File: config.mk
export PLATFORM = sky130hd
export DESIGN_NAME = deser_lanes_flat
export DESIGN_NICKNAME = d
export VERILOG_FILES = /design/src/rtl/deser_lanes_if.sv /design/src/rtl/deser_lanes.sv /design/src/flat_wrapper.sv
export SDC_FILE = /design/constraint.sdc
export NUM_CORES = 1
export LEC_CHECK = 0
export BUFFER_PORTS_ARGS = -buffer_cell sky130_fd_sc_hd__buf_2
export CAP_MARGIN = 25
export CORE_ASPECT_RATIO = 0.75
export CORE_UTILIZATION = 49
export DETAILED_ROUTE_END_ITERATION = 8
export GPL_TIMING_DRIVEN = 0
export PLACE_DENSITY = 0.72
export SETUP_SLACK_MARGIN = 0.1
export SYNTH_ARGS = -nofsm -noshare
export SYNTH_HDL_FRONTEND = slang
export SYNTH_SLANG_ARGS = --single-unit
File: constraint.sdc
create_clock -name clk -period 1.8 [get_ports clk]
set_clock_uncertainty 0.1 [all_clocks]
set_input_delay 0.18 -clock clk [delete_from_list [all_inputs] [get_ports clk]]
set_output_delay 0.18 -clock clk [all_outputs]
set_load 0.01 [all_outputs]
File: src/rtl/deser_lanes_if.sv
// deser_lanes_if: beat-side and word-side handshake bundle for deser_lanes.
// master = the block driving beats and consuming words, slave = the deserializer.
interface deser_lanes_if #(
  parameter int WORD_WD = 8,
  parameter int LANES   = 1
);
  logic               valid_in;
  logic [LANES-1:0]   data_in;
  logic               in_ready;
  logic               msb_first;
  logic               flush;
  logic [WORD_WD-1:0] data_out;
  logic               valid_out;
  logic               ready_out;
  logic               err_gap;

  modport master (
    output valid_in, data_in, msb_first, flush, ready_out,
    input  in_ready, data_out, valid_out, err_gap
  );

  modport slave (
    input  valid_in, data_in, msb_first, flush, ready_out,
    output in_ready, data_out, valid_out, err_gap
  );
endinterface

File: src/rtl/deser_lanes.sv
// deser_lanes: LANES-bit beats assembled into WORD_WD-bit words, either bit
// order, ready/valid output with one output register plus one held word.
// Optional feature macro: DESER_GAP_TIMEOUT_EN (drop a partial word after
// GAP_CYCLES consecutive idle cycles and pulse err_gap).

// One lane's contribution to the word: its bit placed in the selected beat slot.
module deser_lanes_lane #(
  parameter int WORD_WD  = 8,
  parameter int LANES    = 1,
  parameter int LANE_IDX = 0,
  parameter int CW       = 3
) (
  input  logic [CW-1:0]      i_slot,
  input  logic               i_bit,
  output logic [WORD_WD-1:0] o_word
);
  localparam int BEATS = WORD_WD / LANES;

  // Steer the lane bit to slot*LANES+LANE_IDX, everything else zero.
  always_comb begin
    o_word = '0;
    for (int b = 0; b < BEATS; b++)
      if (i_slot == CW'(b)) o_word[b*LANES+LANE_IDX] = i_bit;
  end
endmodule

module deser_lanes #(
  parameter int WORD_WD    = 8,
  parameter int LANES      = 1,
  parameter int GAP_CYCLES = 16
) (
  input  logic         clk,
  input  logic         rst_n,
  deser_lanes_if.slave bus
);
  localparam int BEATS = WORD_WD / LANES;
  localparam int CW    = (BEATS > 1) ? $clog2(BEATS) : 1;

  typedef enum logic [1:0] {IDLE, SHIFT, STALL} state_t;

  state_t                         r_state;
  logic [CW-1:0]                  r_cnt;
  logic                           r_msb;
  logic [WORD_WD-1:0]             r_shift;
  logic [WORD_WD-1:0]             r_dout;
  logic                           r_vout;

  logic [CW-1:0]                  w_slot;
  logic                           w_msb;
  logic                           w_first;
  logic                           w_last;
  logic                           w_in_ready;
  logic                           w_beat;
  logic                           w_out_free;
  logic                           w_load;
  logic                           w_timeout;
  logic [WORD_WD-1:0]             w_base;
  logic [WORD_WD-1:0]             w_word;
  logic [WORD_WD-1:0]             w_load_data;
  logic [LANES-1:0][WORD_WD-1:0]  w_lane_word;

  assign w_first    = (r_cnt == '0);
  assign w_last     = (r_cnt == CW'(BEATS-1));
  assign w_in_ready = (r_state != STALL);
  // A flush in the same cycle swallows the beat.
  assign w_beat     = bus.valid_in && w_in_ready && !bus.flush;
  assign w_out_free = !r_vout || bus.ready_out;
  // Order comes live from the port on beat 0, latched for the rest of the word.
  assign w_msb      = w_first ? bus.msb_first : r_msb;
  // MSB-first fills slots from the top down.
  assign w_slot     = w_msb ? (CW'(BEATS-1) - r_cnt) : r_cnt;
  // Starting a word from zero keeps unwritten bits clear.
  assign w_base     = w_first ? '0 : r_shift;

  for (genvar g = 0; g < LANES; g++) begin : g_lane
    deser_lanes_lane #(
      .WORD_WD (WORD_WD),
      .LANES   (LANES),
      .LANE_IDX(g),
      .CW      (CW)
    ) u_lane (
      .i_slot(w_slot),
      .i_bit (bus.data_in[g]),
      .o_word(w_lane_word[g])
    );
  end

  // Merge all lane contributions onto the partial word.
  always_comb begin
    w_word = w_base;
    for (int l = 0; l < LANES; l++) w_word = w_word | w_lane_word[l];
  end

  // Output register loads a freshly completed word or the held STALL word.
  assign w_load      = (w_beat && w_last && w_out_free) ||
                       ((r_state == STALL) && bus.ready_out);
  assign w_load_data = (r_state == STALL) ? r_shift : w_word;

  // Assembly FSM: beat counter, bit-order latch, shift register, state.
  always_ff @(posedge clk or negedge rst_n) begin
    if (!rst_n) begin
      r_state <= IDLE;
      r_cnt   <= '0;
      r_msb   <= 1'b0;
      r_shift <= '0;
    end else begin
      case (r_state)
        IDLE, SHIFT: begin
          if (bus.flush) begin
            r_state <= IDLE;
            r_cnt   <= '0;
          end else if (w_beat) begin
            if (w_first) r_msb <= bus.msb_first;
            if (w_last) begin
              r_cnt <= '0;
              if (w_out_free) begin
                r_state <= IDLE;
              end else begin
                r_state <= STALL;
                r_shift <= w_word;
              end
            end else begin
              r_cnt   <= r_cnt + CW'(1);
              r_shift <= w_word;
              r_state <= SHIFT;
            end
          end else if (w_timeout) begin
            r_state <= IDLE;
            r_cnt   <= '0;
          end
        end
        STALL: begin
          // Held word moves to the output register on the accept edge.
          if (bus.ready_out) r_state <= IDLE;
        end
        default: r_state <= IDLE;
      endcase
    end
  end

  // Output register: holds data after acceptance until the next load.
  always_ff @(posedge clk or negedge rst_n) begin
    if (!rst_n) begin
      r_dout <= '0;
      r_vout <= 1'b0;
    end else if (w_load) begin
      r_dout <= w_load_data;
      r_vout <= 1'b1;
    end else if (bus.ready_out) begin
      r_vout <= 1'b0;
    end
  end

`ifdef DESER_GAP_TIMEOUT_EN
  localparam int IW = $clog2(GAP_CYCLES + 1);

  logic [IW-1:0] r_idle;
  logic          r_err;

  // Fires on the cycle that would be the GAP_CYCLES-th consecutive idle one.
  assign w_timeout = (r_state == SHIFT) && !bus.valid_in && !bus.flush &&
                     (r_idle == IW'(GAP_CYCLES-1));

  // Idle counter runs only inside a word; err_gap pulses on the drop edge.
  always_ff @(posedge clk or negedge rst_n) begin
    if (!rst_n) begin
      r_idle <= '0;
      r_err  <= 1'b0;
    end else begin
      r_err <= w_timeout;
      if ((r_state != SHIFT) || bus.valid_in || bus.flush || w_timeout)
        r_idle <= '0;
      else
        r_idle <= r_idle + IW'(1);
    end
  end

  assign bus.err_gap = r_err;
`else
  // GAP_CYCLES has no effect without the timeout; gaps of any length are fine.
  assign w_timeout   = 1'b0 && (GAP_CYCLES > 0);
  assign bus.err_gap = 1'b0;
`endif

  assign bus.in_ready  = w_in_ready;
  assign bus.data_out  = r_dout;
  assign bus.valid_out = r_vout;
endmodule

File: src/flat_wrapper.sv
// flat-port wrapper written by rule: the top's interface ports become plain ports
module deser_lanes_flat 
#(
  parameter int WORD_WD    = 8,
  parameter int LANES      = 1,
  parameter int GAP_CYCLES = 16
)
  (clk, rst_n, bus_valid_in, bus_data_in, bus_msb_first, bus_flush, bus_ready_out, bus_in_ready, bus_data_out, bus_valid_out, bus_err_gap);
  deser_lanes_if #(.WORD_WD(WORD_WD), .LANES(LANES)) bus_i ();
  input  logic clk;
  input  logic rst_n;
  input wire logic [$bits(bus_i.valid_in)-1:0] bus_valid_in;
  input wire logic [$bits(bus_i.data_in)-1:0] bus_data_in;
  input wire logic [$bits(bus_i.msb_first)-1:0] bus_msb_first;
  input wire logic [$bits(bus_i.flush)-1:0] bus_flush;
  input wire logic [$bits(bus_i.ready_out)-1:0] bus_ready_out;
  output wire logic [$bits(bus_i.in_ready)-1:0] bus_in_ready;
  output wire logic [$bits(bus_i.data_out)-1:0] bus_data_out;
  output wire logic [$bits(bus_i.valid_out)-1:0] bus_valid_out;
  output wire logic [$bits(bus_i.err_gap)-1:0] bus_err_gap;
  assign bus_i.valid_in = bus_valid_in;
  assign bus_i.data_in = bus_data_in;
  assign bus_i.msb_first = bus_msb_first;
  assign bus_i.flush = bus_flush;
  assign bus_i.ready_out = bus_ready_out;
  assign bus_in_ready = bus_i.in_ready;
  assign bus_data_out = bus_i.data_out;
  assign bus_valid_out = bus_i.valid_out;
  assign bus_err_gap = bus_i.err_gap;
  deser_lanes #(.WORD_WD(WORD_WD), .LANES(LANES), .GAP_CYCLES(GAP_CYCLES)) u_core (.clk(clk), .rst_n(rst_n), .bus(bus_i));
endmodule
==> summary.txt, run 1 <==
synthesized instance count - 107
worst-case clock buffer depth - 2
CP startpoint kind - flip-flop
fmax - 511 MHz
RSZ-0062 raised after global routing - yes
DP HPWL - 1.86 mm
CTS sink cnt - 23
Hold Crit Class - input pin to flip-flop
failing checks - setup timing
row cnt - 15
DR DRC count - 0
initial antenna violation count - 0
most frequent cells after synthesis - dfrtp_1, nand2_1, a221o_1, and3_1, inv_1
TritonCTS Buffers - 3
Worst R2R End - u_core.r_shift[7]
FF-to-FF Start - u_core.r_cnt[0]
P_leak - 0.774 nW
slew margin rel. - 65.5%
Pre-Repair DR Iteration Count - 4
Worst EP required - 1920 ps
Final Core Density - 68.3%
layout cells sized above 1 - 35.7%
Post-synth top flop - dfrtp_1
leading cell type by number of instances after synthesis - dfrtp_1
die height - 44.7 um
status - finished, violations left
post-synthesis sequential area ratio - 48.4%
synthesized area - 1190 um^2
grt total ovfl - 0
first-pass GRT wire length - 4.42 mm
post-synthesis cell type count - 36
ranking of synthesized cells by area - dfrtp_1, a221o_1, a32o_1
DR iter-0 viols - 22
largest net degree at the start of global routing - 24
Power Total - 1.13 mW
pre-CTS WS - -262 ps
R2R Setup Slk - -160 ps
endpoints failing hold - 0
Synth top area share - 48.4%
CP Capture Type - flip-flop
post-synthesis async set-or-reset flop share - 100%
crit path DAT - 2080 ps
DRT antenna net count - 0
H-tree levels - 1
Hold Path Depth - 2
Post-synth EDFFs - 0
syn_nets - 117
Worst-Margin Slew - 518 ps
Final setup violation count - 16
Slew Limit Fails - 0
Final min period - 1960 ps
Tcrit/Tclk final - 109%
Final nets - 154
die area - 2630 um^2
fin cells - 177
final wirelength - 2.77 mm
synth warn - 0
worst r2r path cells - 6
Vias/cell - 5.59
number of synthesized register bits - 23
worst setup margin - -159 ps
IO Pins - 18
Max IR drop VDD - 0.000489 V
drt wl/cell - 15.6 um
Die Wd - 58.9 um
GRT Total Usage - 24.2%
CTS tree - done
vias in the first global route - 910
max-cap violations - 0
initial core utilization - 51.9%
Antenna Cells - 0
root buffer cell - clkbuf_4
syn_area_per_cell - 11.1 um^2
core area - 2290 um^2
largest area contributor in the netlist - dfrtp_1
Hold Path Origin - bus_msb_first
critical path fanouts, max - 4
P&R area growth vs syn - 31.5%
IO Port Bufs - 16
Endpoint, Worst Hold - u_core.r_msb
final worst hold slack - 26.4 ps
Power Dens Cells - 724 nW/um^2
DP Cell Count - 157
CTS clock-pin slew for the worst setup and hold paths - 120 ps
Worst Setup Path Type - flip-flop to flip-flop
DR vias - 989
GP Congestion - 0.761
Worst-Skew Late Latency - 320 ps
-- worst max-delay path, stage by stage, from the launching register on --
cell	delay [ps]
dfrtp_1	440
inv_2	100
ha_4	150
mux2_4	310
o211ai_1	260
and2b_2	290
a22o_1	210
-- layout by cell type (no fill, tap or decap), drive strengths merged, types with 5 or more instances in the layout --
cell type	count
nand2	10
buf	30
mux2i	6
o21ai	6
a221o	8
clkbuf	5
and3	8
dfrtp	23
inv	6
a32o	5
-- per-layer routing --
metal / up-vias / part of all wire, % / wire length, um / GRT usage (%)
met1: 480 / 49 / 1350 / 33.2
met5: - / 0 / 0 / 0
met4: 0 / 1.6 / 44 / 12.4
li1: 477 / - / - / -
met3: 4 / 5.7 / 158 / 7.31
met2: 28 / 44 / 1210 / 34.5
-- cells by family (layout without fill, tap and decap cells) --
group | count (synthesis) | count (layout) | share of synthesized area (%)
DFF | 23 | 23 | 48.4
and+or+nand+nor | 35 | 35 | 17.7
other | 1 | 1 | 0.315
muxes | 8 | 8 | 8.00
buffers and inverters | 9 | 45 | 3.26
adders and majority gates | 3 | 3 | 3.16
AOI/OAI and AO/OA | 28 | 28 | 19.2
-- area by class of cell --
type                       instances  area [um^2]
fill                             182          727
multi-input combinational         75          659
sequential                        23          576
timing repair buffer              32          218
tap                               34         42.5
clock buffer                       4         26.3
inverter                           6         22.5
buffer                             3         18.8
-- timing repair --
action	4_1_cts	5_1_grt
resized for setup	11	1
hold endpoints to repair	25	0
buffers inserted	10	2
pin swaps	2	7
endpoints found under the setup margin	16	16
hold buffers	4	0
-- per-stage QoR --
step           TNS (ps)  cell area (um^2)
2_1_floorplan      -418              1220
4_1_cts           -1360              1550
5_1_grt           -3350              1560
3_3_place_gp      -3130              1340
6_report          -1970              1560
3_5_place_dp      -3830              1340
-- worst max-delay path by stage --
stage	startpoint	to	slack, ps	cells after the start
floorplan	u_core.r_cnt[0]	u_core.r_shift[1]	-40	6
global placement	u_core.r_cnt[0]	u_core.r_shift[0]	-220	6
detailed placement	u_core.r_cnt[0]	u_core.r_shift[2]	-260	6
CTS	u_core.r_cnt[0]	u_core.r_shift[7]	-120	6
global route	u_core.r_cnt[0]	u_core.r_shift[2]	-240	7
finish	u_core.r_cnt[0]	u_core.r_shift[7]	-160	6
-- flip-flops by register name, indices dropped and copies added (netlist names) --
name                  count
u_core.bus.data_out       8
u_core.r_state            2
u_core.r_cnt              3
u_core.r_shift            8
u_core.r_msb              1
u_core.bus.valid_out      1
-- power breakdown --
group | switching, mW | internal (mW) | total, mW
sequential | 0.0304 | 0.555 | 0.586
clock | 0.155 | 0.0869 | 0.241
combinational | 0.141 | 0.163 | 0.304
(Power assumes the default switching activity.)
==> inputs of run 2 (changes only) <==
--- a/config.mk
+++ b/config.mk
@@ -12,7 +12,9 @@
 export DETAILED_ROUTE_END_ITERATION = 8
 export GPL_TIMING_DRIVEN = 0
 export PLACE_DENSITY = 0.72
+export REMOVE_ABC_BUFFERS = 1
 export SETUP_SLACK_MARGIN = 0.1
+export SLEW_MARGIN = 0
 export SYNTH_ARGS = -nofsm -noshare
 export SYNTH_HDL_FRONTEND = slang
 export SYNTH_SLANG_ARGS = --single-unit
==> run 2 against run 1 <==
  * Flip-flop and latch count stayed put
  * Count of clock-buffer cells in the layout stayed put
  * Highest routed layer unchanged
  * The flow still finishes with violations (setup timing)
  * Clock power is 2% higher
  * Largest power group unchanged
==> summary.txt, run 2 (synthesized netlist as in run 1, its figures left out) <==
status - finished, violations left
failing checks - setup timing
worst-case clock buffer depth - 2 (unchanged)
worst r2r path cells - 7 (+1)
clock group share of total power - 21.6% (+0.3 points)
GRT Total Usage - 22.8% (-1.4 points)
Final Core Density - 68.0% (-0.22 points)
most frequent cells in the layout - dfrtp_1, buf_2, nand2_1, buf_4
DR iter-0 viols - 43 (+95%)
Final min period - 1910 ps (-47.8 ps)
core area - 2290 um^2 (unchanged)
Critical Path Start - u_core.r_cnt[1]
R2R Setup Slk - -110 ps (+50 ps)
Die Wd - 58.9 um (unchanged)
fmax - 523 MHz (+2.5%)
Power Total - 1.13 mW (+0.23%)
pre-CTS WS - -461 ps (-199 ps)
RSZ-0062 raised after global routing - yes
final wirelength - 2.81 mm (+1.4%)
DP HPWL - 1.77 mm (-4.8%)
Tcrit/Tclk final - 106% (-2.7 points)
P&R area growth vs syn - 31.1%
Antenna Cells - 0 (unchanged)
crit path to - u_core.r_shift[1]
worst path cell trace - inv_2, ha_4, nor2b_4, mux2i_4, buf_12, mux2i_4, a32o_1
Slew Limit Fails - 0 (unchanged)
initial core utilization - 51.9% (unchanged)
most common cell after layout, fill and taps aside - dfrtp_1
grt total ovfl - 0 (unchanged)
fillers - 174 (-4.4%)
Vias/cell - 5.79 (+3.6%)
row cnt - 15 (unchanged)
final worst hold slack - 40.1 ps (+13.7 ps)
post-route setup TNS - -1380 ps (+587 ps)
Critical-path top delay cell - dfrtp_1
DP Cell Count - 154 (-1.9%)
root buffer cell - clkbuf_4
largest net degree at the start of global routing - 24 (unchanged)
Worst R2R End - u_core.r_shift[1]
CTS tree - done
layout cells sized above 1 - 36.2% (+0.57 points)
IO Pins - 18 (unchanged)
most used cell, CP - mux2i_4
CP Capture Type - flip-flop
Comb power frac - 26.8% (about the same)
critical path fanouts, max - 4 (unchanged)
Int Power - 0.802 mW (-0.36%)
Worst EP required - 1970 ps (+50 ps)
Cell Area, Placed - 1290 um^2 (-3.5%)
die height - 44.7 um (unchanged)
Power Dens Cells - 728 nW/um^2 (+0.55%)
CP startpoint kind - flip-flop
CTS clock-pin slew for the worst setup and hold paths - 120 ps (about the same)
Pre-Repair DR Iteration Count - 4 (unchanged)
GP Congestion - 0.808 (+6.1%)
max-cap violations - 0 (unchanged)
DR DRC count - 0 (unchanged)
Worst Setup Path Type - flip-flop to flip-flop
worst setup margin - -111 ps (+47.8 ps)
drt wl/cell - 16.3 um (+4.4%)
Hold Crit Class - input pin to flip-flop
die area - 2630 um^2 (unchanged)
DR vias - 996 (+0.71%)
IO Port Bufs - 16 (unchanged)
initial antenna violation count - 0 (unchanged)
fin cells - 172 (-2.8%)
CTS sink cnt - 23 (unchanged)
Final Instance Area - 1560 um^2 (-0.32%)
FF-to-FF Start - u_core.r_cnt[1]
net switching power - 0.332 mW (+1.7%)
crit path DAT - 2080 ps (about the same)
endpoints failing hold - 0 (unchanged)
crit-path max cell delay - 420 ps (-20 ps)
Worst-Skew Late Latency - 320 ps (about the same)
Final setup violation count - 16 (unchanged)
DRT antenna net count - 0 (unchanged)
H-tree levels - 1 (unchanged)
sequential share of power - 51.6% (-0.2 points)
first-pass GRT wire length - 4.29 mm (-3.0%)
Max IR drop VDD - 0.000400 V (-18%)
vias in the first global route - 887 (-2.5%)
Final nets - 149 (-3.2%)
P_leak - 0.753 nW (-2.7%)
Net Sw Frac - 29.2% (+0.42 points)
TritonCTS Buffers - 3 (unchanged)
==> run 2: worst min-delay path by stage <==
stage,start,to,slack [ps],depth (start not counted)
final,bus_msb_first,u_core.r_msb,40,2
after global routing,bus_msb_first,u_core.r_msb,40,2
after CTS,bus_msb_first,u_core.r_msb,40,2
after detailed placement,rst_n,u_core.r_shift[4],80,1
after global placement,rst_n,u_core.bus.data_out[4],70,1
after floorplan,rst_n,u_core.bus.data_out[0],-220,0
==> run 2: layer usage <==
layer / part of all wire (%) / GRT usage, %
met1: 47 / 33.0
met2: 46 / 33.2
met3: 6.0 / 6.14
met4: 0.96 / 7.14
met5: 0 / 0
==> run 2: worst max-delay path: cells and delay by family (launching register included) <==
family	cells	cell delay [ps]
simple gates	1	180
mux	2	550
flops	1	420
compound gates	1	200
fa+ha+maj	1	150
buf+inv	2	250
==> run 2: final cells by class <==
type	instances	area (um^2)	share of cell area, %
well taps	34	42.5	2.73
repair buffers	30	209	13.4
clock buffers	4	26.3	1.69
multi-input cells	75	682	43.8
flip-flops and latches	23	576	36.9
inverters	6	22.5	1.45
==> run 2: power groups by stage <==
stage          Sequential, mW  Combinational (mW)  Clock [mW]
2_1_floorplan           0.590               0.130           0
3_3_place_gp            0.594               0.179           0
3_5_place_dp            0.595               0.183           0
4_1_cts                 0.583               0.284       0.250
5_1_grt                 0.589               0.323       0.263
6_report                0.585               0.304       0.245
==> run 2: what timing repair did <==
| item | in CTS | in global routing |
|---|---|---|
| hold buffers | 3 | 0 |
| buffers inserted | 8 | 3 |
| resized for setup | 22 | 1 |
| hold endpoints to repair | 26 | 0 |
| setup endpoints to repair | 16 | 16 |
| pin swaps | 16 | 7 |
| cloned | 0 | 0 |
